### src/rtl/drac_pkg.sv
// Shared front-end types: address widths, icache index/vpn/line types and the
// icache request arbiter state and owner encodings.
package drac_pkg;

  localparam int unsigned ADDR_SIZE  = 40;
  localparam int unsigned IDX_BITS   = 12;
  localparam int unsigned VPN_BITS   = ADDR_SIZE - IDX_BITS;
  localparam int unsigned LINE_BITS  = 128;

  typedef logic [ADDR_SIZE-1:0] addr_t;
  typedef logic [IDX_BITS-1:0]  icache_idx_t;
  typedef logic [VPN_BITS-1:0]  icache_vpn_t;
  typedef logic [LINE_BITS-1:0] icache_line_t;

  typedef enum logic [1:0] {
    ARB_IDLE  = 2'd0,
    ARB_REQ   = 2'd1,
    ARB_WAIT  = 2'd2,
    ARB_DRAIN = 2'd3
  } icache_arb_state_t;

  typedef enum logic {
    OWNER_FETCH    = 1'b0,
    OWNER_PREFETCH = 1'b1
  } icache_owner_t;

  // The icache is virtually indexed: low bits index the set, the rest go to the TLB.
  function automatic icache_idx_t vaddr_idx(input addr_t va);
    return va[IDX_BITS-1:0];
  endfunction

  function automatic icache_vpn_t vaddr_vpn(input addr_t va);
    return va[ADDR_SIZE-1:IDX_BITS];
  endfunction

endpackage

### src/rtl/icache_req_arbiter_if.sv
// Bundle of requester, icache/TLB request and response signals around the
// icache request arbiter; slave is the arbiter side, master the environment.
interface icache_req_arbiter_if;
  import drac_pkg::*;

  logic         flush_i;

  logic         fetch_req_valid_i;
  addr_t        fetch_req_vaddr_i;
  logic         fetch_req_ready_o;

  logic         pf_req_valid_i;
  addr_t        pf_req_vaddr_i;
  logic         pf_req_ready_o;

  logic         icache_req_valid_o;
  logic         icache_req_ready_i;
  icache_idx_t  icache_req_bits_idx_o;
  icache_vpn_t  tlb_req_bits_vpn_o;
  logic         tlb_req_valid_o;
  logic         icache_req_kill_o;

  logic         icache_resp_valid_i;
  icache_line_t icache_resp_datablock_i;
  logic         tlb_resp_xcp_if_i;
  logic         icache_resp_ready_o;

  logic         fetch_resp_valid_o;
  logic         pf_resp_valid_o;
  icache_line_t resp_data_o;
  logic         resp_xcpt_o;

  modport slave (
    input  flush_i,
    input  fetch_req_valid_i, fetch_req_vaddr_i,
    input  pf_req_valid_i, pf_req_vaddr_i,
    input  icache_req_ready_i,
    input  icache_resp_valid_i, icache_resp_datablock_i, tlb_resp_xcp_if_i,
    output fetch_req_ready_o, pf_req_ready_o,
    output icache_req_valid_o, icache_req_bits_idx_o,
    output tlb_req_bits_vpn_o, tlb_req_valid_o, icache_req_kill_o,
    output icache_resp_ready_o,
    output fetch_resp_valid_o, pf_resp_valid_o, resp_data_o, resp_xcpt_o
  );

  modport master (
    output flush_i,
    output fetch_req_valid_i, fetch_req_vaddr_i,
    output pf_req_valid_i, pf_req_vaddr_i,
    output icache_req_ready_i,
    output icache_resp_valid_i, icache_resp_datablock_i, tlb_resp_xcp_if_i,
    input  fetch_req_ready_o, pf_req_ready_o,
    input  icache_req_valid_o, icache_req_bits_idx_o,
    input  tlb_req_bits_vpn_o, tlb_req_valid_o, icache_req_kill_o,
    input  icache_resp_ready_o,
    input  fetch_resp_valid_o, pf_resp_valid_o, resp_data_o, resp_xcpt_o
  );

endinterface

### src/rtl/icache_req_arbiter.sv
// Arbitrates demand fetch and prefetch requests onto a single icache/TLB port
// with one access outstanding, and routes the response back to its owner.
module icache_req_arbiter #(
  parameter int unsigned STARVE_LIMIT = 4
) (
  input  logic                 clk_i,
  input  logic                 rst_i,
  icache_req_arbiter_if.slave  bus
);
  import drac_pkg::*;

  localparam int unsigned CNT_W = $clog2(STARVE_LIMIT + 1);
  localparam logic [CNT_W-1:0] CNT_MAX = CNT_W'(STARVE_LIMIT);

  icache_arb_state_t state_q, state_d;
  logic [CNT_W-1:0]  cnt_q, cnt_d;
  addr_t             vaddr_q, vaddr_d;
  icache_owner_t     owner_q, owner_d;

  logic         fetch_ready;
  logic         pf_ready;
  logic         req_valid;
  logic         req_kill;
  logic         resp_ready;
  logic         fetch_resp_valid;
  logic         pf_resp_valid;
  icache_line_t resp_data;
  logic         resp_xcpt;
  logic         pf_wins;

  // Prefetch only beats a valid fetch once it has been passed over STARVE_LIMIT times.
  assign pf_wins = bus.pf_req_valid_i &&
                   (!bus.fetch_req_valid_i || (cnt_q == CNT_MAX));

  always_comb begin
    state_d          = state_q;
    cnt_d            = cnt_q;
    vaddr_d          = vaddr_q;
    owner_d          = owner_q;
    fetch_ready      = 1'b0;
    pf_ready         = 1'b0;
    req_valid        = 1'b0;
    req_kill         = 1'b0;
    resp_ready       = 1'b0;
    fetch_resp_valid = 1'b0;
    pf_resp_valid    = 1'b0;
    resp_data        = '0;
    resp_xcpt        = 1'b0;

    unique case (state_q)
      ARB_IDLE: begin
        // Readies are gated by rst_i so nothing is granted while reset is held.
        if (!rst_i && !bus.flush_i &&
            (bus.fetch_req_valid_i || bus.pf_req_valid_i)) begin
          state_d = ARB_REQ;
          if (pf_wins) begin
            pf_ready = 1'b1;
            owner_d  = OWNER_PREFETCH;
            vaddr_d  = bus.pf_req_vaddr_i;
            cnt_d    = '0;
          end else begin
            fetch_ready = 1'b1;
            owner_d     = OWNER_FETCH;
            vaddr_d     = bus.fetch_req_vaddr_i;
            if (bus.pf_req_valid_i && (cnt_q < CNT_MAX)) begin
              cnt_d = cnt_q + CNT_W'(1);
            end
          end
        end
      end

      ARB_REQ: begin
        if (bus.flush_i) begin
          req_kill = 1'b1;
          state_d  = ARB_IDLE;
        end else begin
          req_valid = 1'b1;
          if (bus.icache_req_ready_i) begin
            state_d = ARB_WAIT;
          end
        end
      end

      ARB_WAIT: begin
        resp_ready = 1'b1;
        if (bus.icache_resp_valid_i) begin
          state_d = ARB_IDLE;
          if (!bus.flush_i) begin
            fetch_resp_valid = (owner_q == OWNER_FETCH);
            pf_resp_valid    = (owner_q == OWNER_PREFETCH);
            resp_data        = bus.icache_resp_datablock_i;
            resp_xcpt        = bus.tlb_resp_xcp_if_i;
          end
        end else if (bus.flush_i) begin
          req_kill = 1'b1;
          state_d  = ARB_DRAIN;
        end
      end

      ARB_DRAIN: begin
        // The killed access still returns a response; swallow it before the next grant.
        resp_ready = 1'b1;
        if (bus.icache_resp_valid_i) begin
          state_d = ARB_IDLE;
        end
      end

      default: begin
        state_d = ARB_IDLE;
      end
    endcase
  end

  always_ff @(posedge clk_i or posedge rst_i) begin
    if (rst_i) begin
      state_q <= ARB_IDLE;
      cnt_q   <= '0;
      vaddr_q <= '0;
      owner_q <= OWNER_FETCH;
    end else begin
      state_q <= state_d;
      cnt_q   <= cnt_d;
      vaddr_q <= vaddr_d;
      owner_q <= owner_d;
    end
  end

  assign bus.fetch_req_ready_o     = fetch_ready;
  assign bus.pf_req_ready_o        = pf_ready;
  assign bus.icache_req_valid_o    = req_valid;
  assign bus.tlb_req_valid_o       = req_valid;
  assign bus.icache_req_kill_o     = req_kill;
  assign bus.icache_req_bits_idx_o = vaddr_idx(vaddr_q);
  assign bus.tlb_req_bits_vpn_o    = vaddr_vpn(vaddr_q);
  assign bus.icache_resp_ready_o   = resp_ready;
  assign bus.fetch_resp_valid_o    = fetch_resp_valid;
  assign bus.pf_resp_valid_o       = pf_resp_valid;
  assign bus.resp_data_o           = resp_data;
  assign bus.resp_xcpt_o           = resp_xcpt;

endmodule

### src/flat_wrapper.sv
// flat-port wrapper written by rule: the top's interface ports become plain ports
module icache_req_arbiter_flat import drac_pkg::*;
#(
  parameter int unsigned STARVE_LIMIT = 4
)
  (clk_i, rst_i, bus_flush_i, bus_fetch_req_valid_i, bus_fetch_req_vaddr_i, bus_pf_req_valid_i, bus_pf_req_vaddr_i, bus_icache_req_ready_i, bus_icache_resp_valid_i, bus_icache_resp_datablock_i, bus_tlb_resp_xcp_if_i, bus_fetch_req_ready_o, bus_pf_req_ready_o, bus_icache_req_valid_o, bus_icache_req_bits_idx_o, bus_tlb_req_bits_vpn_o, bus_tlb_req_valid_o, bus_icache_req_kill_o, bus_icache_resp_ready_o, bus_fetch_resp_valid_o, bus_pf_resp_valid_o, bus_resp_data_o, bus_resp_xcpt_o);
  icache_req_arbiter_if bus_i ();
  input  logic clk_i;
  input  logic rst_i;
  input wire logic [$bits(bus_i.flush_i)-1:0] bus_flush_i;
  input wire logic [$bits(bus_i.fetch_req_valid_i)-1:0] bus_fetch_req_valid_i;
  input wire logic [$bits(bus_i.fetch_req_vaddr_i)-1:0] bus_fetch_req_vaddr_i;
  input wire logic [$bits(bus_i.pf_req_valid_i)-1:0] bus_pf_req_valid_i;
  input wire logic [$bits(bus_i.pf_req_vaddr_i)-1:0] bus_pf_req_vaddr_i;
  input wire logic [$bits(bus_i.icache_req_ready_i)-1:0] bus_icache_req_ready_i;
  input wire logic [$bits(bus_i.icache_resp_valid_i)-1:0] bus_icache_resp_valid_i;
  input wire logic [$bits(bus_i.icache_resp_datablock_i)-1:0] bus_icache_resp_datablock_i;
  input wire logic [$bits(bus_i.tlb_resp_xcp_if_i)-1:0] bus_tlb_resp_xcp_if_i;
  output wire logic [$bits(bus_i.fetch_req_ready_o)-1:0] bus_fetch_req_ready_o;
  output wire logic [$bits(bus_i.pf_req_ready_o)-1:0] bus_pf_req_ready_o;
  output wire logic [$bits(bus_i.icache_req_valid_o)-1:0] bus_icache_req_valid_o;
  output wire logic [$bits(bus_i.icache_req_bits_idx_o)-1:0] bus_icache_req_bits_idx_o;
  output wire logic [$bits(bus_i.tlb_req_bits_vpn_o)-1:0] bus_tlb_req_bits_vpn_o;
  output wire logic [$bits(bus_i.tlb_req_valid_o)-1:0] bus_tlb_req_valid_o;
  output wire logic [$bits(bus_i.icache_req_kill_o)-1:0] bus_icache_req_kill_o;
  output wire logic [$bits(bus_i.icache_resp_ready_o)-1:0] bus_icache_resp_ready_o;
  output wire logic [$bits(bus_i.fetch_resp_valid_o)-1:0] bus_fetch_resp_valid_o;
  output wire logic [$bits(bus_i.pf_resp_valid_o)-1:0] bus_pf_resp_valid_o;
  output wire logic [$bits(bus_i.resp_data_o)-1:0] bus_resp_data_o;
  output wire logic [$bits(bus_i.resp_xcpt_o)-1:0] bus_resp_xcpt_o;
  assign bus_i.flush_i = bus_flush_i;
  assign bus_i.fetch_req_valid_i = bus_fetch_req_valid_i;
  assign bus_i.fetch_req_vaddr_i = bus_fetch_req_vaddr_i;
  assign bus_i.pf_req_valid_i = bus_pf_req_valid_i;
  assign bus_i.pf_req_vaddr_i = bus_pf_req_vaddr_i;
  assign bus_i.icache_req_ready_i = bus_icache_req_ready_i;
  assign bus_i.icache_resp_valid_i = bus_icache_resp_valid_i;
  assign bus_i.icache_resp_datablock_i = bus_icache_resp_datablock_i;
  assign bus_i.tlb_resp_xcp_if_i = bus_tlb_resp_xcp_if_i;
  assign bus_fetch_req_ready_o = bus_i.fetch_req_ready_o;
  assign bus_pf_req_ready_o = bus_i.pf_req_ready_o;
  assign bus_icache_req_valid_o = bus_i.icache_req_valid_o;
  assign bus_icache_req_bits_idx_o = bus_i.icache_req_bits_idx_o;
  assign bus_tlb_req_bits_vpn_o = bus_i.tlb_req_bits_vpn_o;
  assign bus_tlb_req_valid_o = bus_i.tlb_req_valid_o;
  assign bus_icache_req_kill_o = bus_i.icache_req_kill_o;
  assign bus_icache_resp_ready_o = bus_i.icache_resp_ready_o;
  assign bus_fetch_resp_valid_o = bus_i.fetch_resp_valid_o;
  assign bus_pf_resp_valid_o = bus_i.pf_resp_valid_o;
  assign bus_resp_data_o = bus_i.resp_data_o;
  assign bus_resp_xcpt_o = bus_i.resp_xcpt_o;
  icache_req_arbiter #(.STARVE_LIMIT(STARVE_LIMIT)) u_core (.clk_i(clk_i), .rst_i(rst_i), .bus(bus_i));
endmodule
### config.mk
export PLATFORM = sky130hd
export DESIGN_NAME = icache_req_arbiter_flat
export DESIGN_NICKNAME = d
export VERILOG_FILES = /design/src/rtl/drac_pkg.sv /design/src/rtl/icache_req_arbiter_if.sv /design/src/rtl/icache_req_arbiter.sv /design/src/flat_wrapper.sv
export SDC_FILE = /design/constraint.sdc
export NUM_CORES = 1
export LEC_CHECK = 0
export BUFFER_PORTS_ARGS = -buffer_cell sky130_fd_sc_hd__clkbuf_2
export CORE_AREA = 3 3 153 155
export DETAILED_ROUTE_END_ITERATION = 12
export DIE_AREA = 0 0 156 158
export PLACE_DENSITY_LB_ADDON = 0.3
export SLEW_MARGIN = 30
export SYNTH_ARGS = -nofsm -noshare
export SYNTH_HDL_FRONTEND = slang
export SYNTH_SLANG_ARGS = --single-unit
### constraint.sdc
create_clock -name clk_i -period 1.9 [get_ports clk_i]
set_clock_uncertainty 0.1 [all_clocks]
set_input_delay 0.285 -clock clk_i [delete_from_list [all_inputs] [get_ports clk_i]]
set_output_delay 0.285 -clock clk_i [all_outputs]
set_load 0.01 [all_outputs]
-- Word level (Yosys, flattened, before mapping)
Index checks and enable logic that the tools add are counted.
- register bits after elaboration: 46
- bits of input ports: 216
- logic and storage cells: 64
- add/subtract/negate cells: 1
- order comparisons: 1
- equal/unequal tests: 8
- muxes and demuxes: 34
- bitwise gates (word level): 1
- reductions and logical operators: 15
- operator list (kind ; number):
    128-bit 2-to-1 mux ; 3
    40-bit 2-to-1 mux ; 1
    1-bit 2-to-1 mux ; 20
    2-bit 2-to-1 mux ; 6
    2-bit case mux with 4 select lines ; 1
    3-bit 2-to-1 mux ; 2
    3-bit inequality test, second input constant ; 2
    2-bit equality test, second input constant ; 2
    1-bit logical AND ; 4
    4-bit AND reduction ; 1
    3-bit by 1-bit adder with 3-bit output, second input constant ; 1
    3-bit equality test, second input constant ; 1
    1-bit logical NOT ; 3
    3-bit less-than comparator, second input constant ; 1
    3-bit AND reduction ; 1
    2-bit by 1-bit equality test with 1-bit output, second input constant ; 1
    2-bit logical NOT ; 1
    1-bit logical OR ; 2
    2-bit by 1-bit inequality test with 1-bit output, second input constant ; 1
    2-bit inequality test, second input constant ; 1
    1-bit case mux with 2 select lines ; 1
    2-bit AND reduction ; 1
    2-bit nonzero test ; 1
    2-bit OR reduction ; 1
    1-bit NOT ; 1

-- Longest topological paths before layout
- depth in word-level cells: 6
- depth in mapped cells: 7

-- Worst setup path after synthesis
Ideal clock, no wire load.
- kind: register -> output
- start point: register u_core.state_q[0]
- end point: output bus_resp_data_o[100]
- data arrival time: 1.495 ns
- setup slack: 0.020 ns
- stages on the path, launching flop included: 8
- path buffers: 2
- cell sequence: dfrtp_1 inv_1 ha_1 nand2_1 nor2_1 buf_2 clkbuf_1 and2_1
- longest elaborated chain between the ends: 2
- RTL lines (item ; line ; RTL):
    start: declaration ; icache_req_arbiter.sv:15 ; icache_arb_state_t state_q, state_d;
    start signal: assignment ; icache_req_arbiter.sv:121 ; state_q <= state_d;
    2-bit equality test ; icache_req_arbiter.sv:50 ; unique case (state_q)
    128-bit 2-to-1 mux ; icache_req_arbiter.sv:50 ;
    end: declaration ; flat_wrapper.sv:29 ; output wire logic [$bits(bus_i.resp_data_o)-1:0] bus_resp_data_o;
No other way between the ends.

-- Final worst setup path
- start point: register u_core.state_q[0]
- end point: output bus_resp_data_o[67]
Same word-level chain as after synthesis.

==> results.cfg <==
[synth]
yosys.area.top_type = dfrtp_1
async_flop_share = 1.00
synth_top_cell_area_share = 0.361
synth_area_um2 = 3190
post_synth_num_cell_types = 27
ys_seq_area_frac = 0.361
syn_avg_cell_area_um2 = 8.55
syn-instance-count = 373
synth_area_leaders = dfrtp_1 36%, and2_1 26%, mux2i_1 13%
synth_edf_count = 0
ys_ff_latch = 46
syn-num-nets = 596
yosysWarnings = 0
synthFlopType = dfrtp_1

[worst_setup_path]
worstSetupPathType = reg2out
startpoint = u_core.state_q[0]
worstPathRequired_ps = 1510
crit_path_start_kind = flop
critPathMaxFanout = 9
rr_startpoint = u_core.state_q[1]
arrival_ps = 1780
end_kind = output port

[placed_design]
hpwlAfterDp_um = 21700
gp_congestion = 0.799
dpl-instance-area_um2 = 5630
portBuffers = 392

[power_and_ir_drop]
leakage_nw = 4.16
switching_share = 0.388
p_clk_frac = 0.158
irDropWorstVdd_uv = 514
pwr-share-comb = 0.549
p_seq_frac = 0.293
power_density_nw_per_um2 = 812
switchingPower_w = 0.00231
power.internal_w = 0.00364

[detailed_routing]
vias = 4449
first_pass_iters = 4
via_per_inst = 4.07
drc_errors = 0
post_drt_wl_per_cell_um = 25.0
ant_nets = 0
drt_wl_total_um = 27400
drt_iter0_markers = 194

[finish]
design_area_um2 = 7330
final_cell_mix = 282 x clkbuf_2, 71 x and2_4, 60 x buf_6
mostFrequentLayoutCell = clkbuf_2
finalNetCount = 1029
layout-drive-gt1-share = 0.685
area.growth.synth_to_final_pct = 130
n_fill_cell = 2331

[timing]
period_share = 1.14
rsz0062_at_grt = true
timing.final.ws_setup_ps = -268
finalHoldViolCount = 0
slew_headroom = 0.664
final_max_slew_viol_count = 0
setup_viol = 153
min_period_ps = 2170
worstMarginPinSlew_ps = 502
finalSetupTns_ps = -23410
timing.fmax_ghz = 0.461

[clocking]
cts_tree = built
cts-root-buf = clkbuf_16
clk_pin_slew_ps = 70
clockBufferDepth = 2
insertion_delay_ps = 290
cts.sink_count = 46
cts_buffers = 5
cts.htree.levels = 2

[grt]
grt-ovfl-total = 0
grt_max_degree = 71
gr-usage-all-layers = 0.193
grt_pass1_wl_um = 33400
antenna_found_initial = 24
grt_pass1_vias = 4289

[die]
initial_core_util = 0.145
core-area_um2 = 22000
die-area_um2 = 24600
ios = 393
die_width_um = 156
fp-row-count = 54
dieHeight_um = 158

[min_path]
worstHoldPathType = in2reg
min-delay-start = bus_pf_req_vaddr_i[32]

[outcome]
outcome = finished with violations
violations = setup timing

[job]
cap_violations = 0
## critical path, cell delays in order (launching register included)
cell	delay [ps]
dfrtp_1	390
inv_2	80
ha_4	140
nand2_4	50
nor2_4	110
buf_12	150
buf_12	160
buf_12	130
and2_1	150
clkbuf_2	150
## cell type report
class / count / area [µm²] / area share
timing repair buffer: 455 / 3500 / 0.478
multi-input combinational: 289 / 2120 / 0.289
sequential: 46 / 1150 / 0.157
tap: 280 / 350 / 0.0478
clock buffer: 6 / 139 / 0.0190
inverter: 9 / 38.8 / 0.00529
antenna: 7 / 17.5 / 0.00239
clock inverter: 2 / 12.5 / 0.00171
## timing repair
item	CTS	global route
resized for setup	112	228
hold buffers	1	0
endpoints found under the hold margin	46	0
pin swaps	27	25
setup endpoints to repair	133	159
cloned	7	13
buffers inserted	20	10
## power groups by stage
stage | combinational, W | sequential (W) | clock, W
floorplan | 0.000971 | 0.00193 | 0
global placement | 0.00248 | 0.00174 | 0
detailed placement | 0.00250 | 0.00174 | 0
CTS | 0.00287 | 0.00174 | 0.000981
global route | 0.00358 | 0.00181 | 0.00101
finish | 0.00327 | 0.00174 | 0.000939
## state kept, by name, indices dropped and copies added (netlist names)
signal / flops
u_core.cnt_q: 3
u_core.state_q: 2
u_core.vaddr_q: 40
u_core.owner_q: 1
## layer usage
| layer | global-route usage | vias up | wire (µm) | part of all wire |
|---|---|---|---|---|
| met1 | 0.223 | 2016 | 10300 | 0.37 |
| met4 | 0.0526 | 36 | 554 | 0.020 |
| met2 | 0.303 | 251 | 12800 | 0.47 |
| li1 | - | 2085 | - | - |
| met5 | 0 | - | 226 | 0.0083 |
| met3 | 0.118 | 61 | 3520 | 0.13 |
## Yosys cell counts, types with 2 or more instances
master / instances
inv_1: 9
a21oi_1: 4
and2_1: 130
clkbuf_1: 17
buf_6: 3
buf_4: 2
mux2i_1: 41
o21ai_0: 43
dfrtp_1: 46
nand2_1: 45
buf_2: 7
ha_1: 7
nand2b_1: 3
nor2_1: 3
## metrics by stage
step / power [W] / hold WS (ps) / std cells / util / setup WS [ps]
after floorplan: 0.00290 / 365 / 373 / - / 20.2
after global placement: 0.00421 / 275 / 1038 / 0.256 / -8.14
after detailed placement: 0.00424 / 285 / 1038 / 0.256 / 7.10
after CTS: 0.00559 / 169 / 1071 / 0.300 / -261
after global routing: 0.00639 / 177 / 1088 / 0.333 / -343
final: 0.00595 / 160 / 1094 / 0.334 / -268
## final timing paths
| path | slack, ps | endpoint | depth (start not counted) |
|---|---|---|---|
| setup / recovery | -270 | bus_resp_data_o[67] | 9 |
| hold / removal | 160 | u_core.vaddr_q[32] | 3 |
| setup reg to reg | -70 | u_core.owner_q | 9 |
| hold reg to reg | 380 | u_core.vaddr_q[39] | 2 |
| max in group asynchronous | 940 | u_core.vaddr_q[9] | 4 |
| min in group asynchronous | 500 | u_core.vaddr_q[1] | 4 |
## cells by family (layout without fill, tap and decap cells)
kind of cell | after synthesis | after routing | share of synthesized area
AND/OR/NAND/NOR | 187 | 187 | 0.332
AO/OA/AOI/OAI | 53 | 53 | 0.0902
other | 0 | 7 | 0
buffers and inverters | 38 | 472 | 0.0569
multiplexers | 42 | 42 | 0.132
adder cells (fa/ha/maj) | 7 | 7 | 0.0275
flip-flops | 46 | 46 | 0.361
No activity file was read; power rests on OpenSTA's default activity.
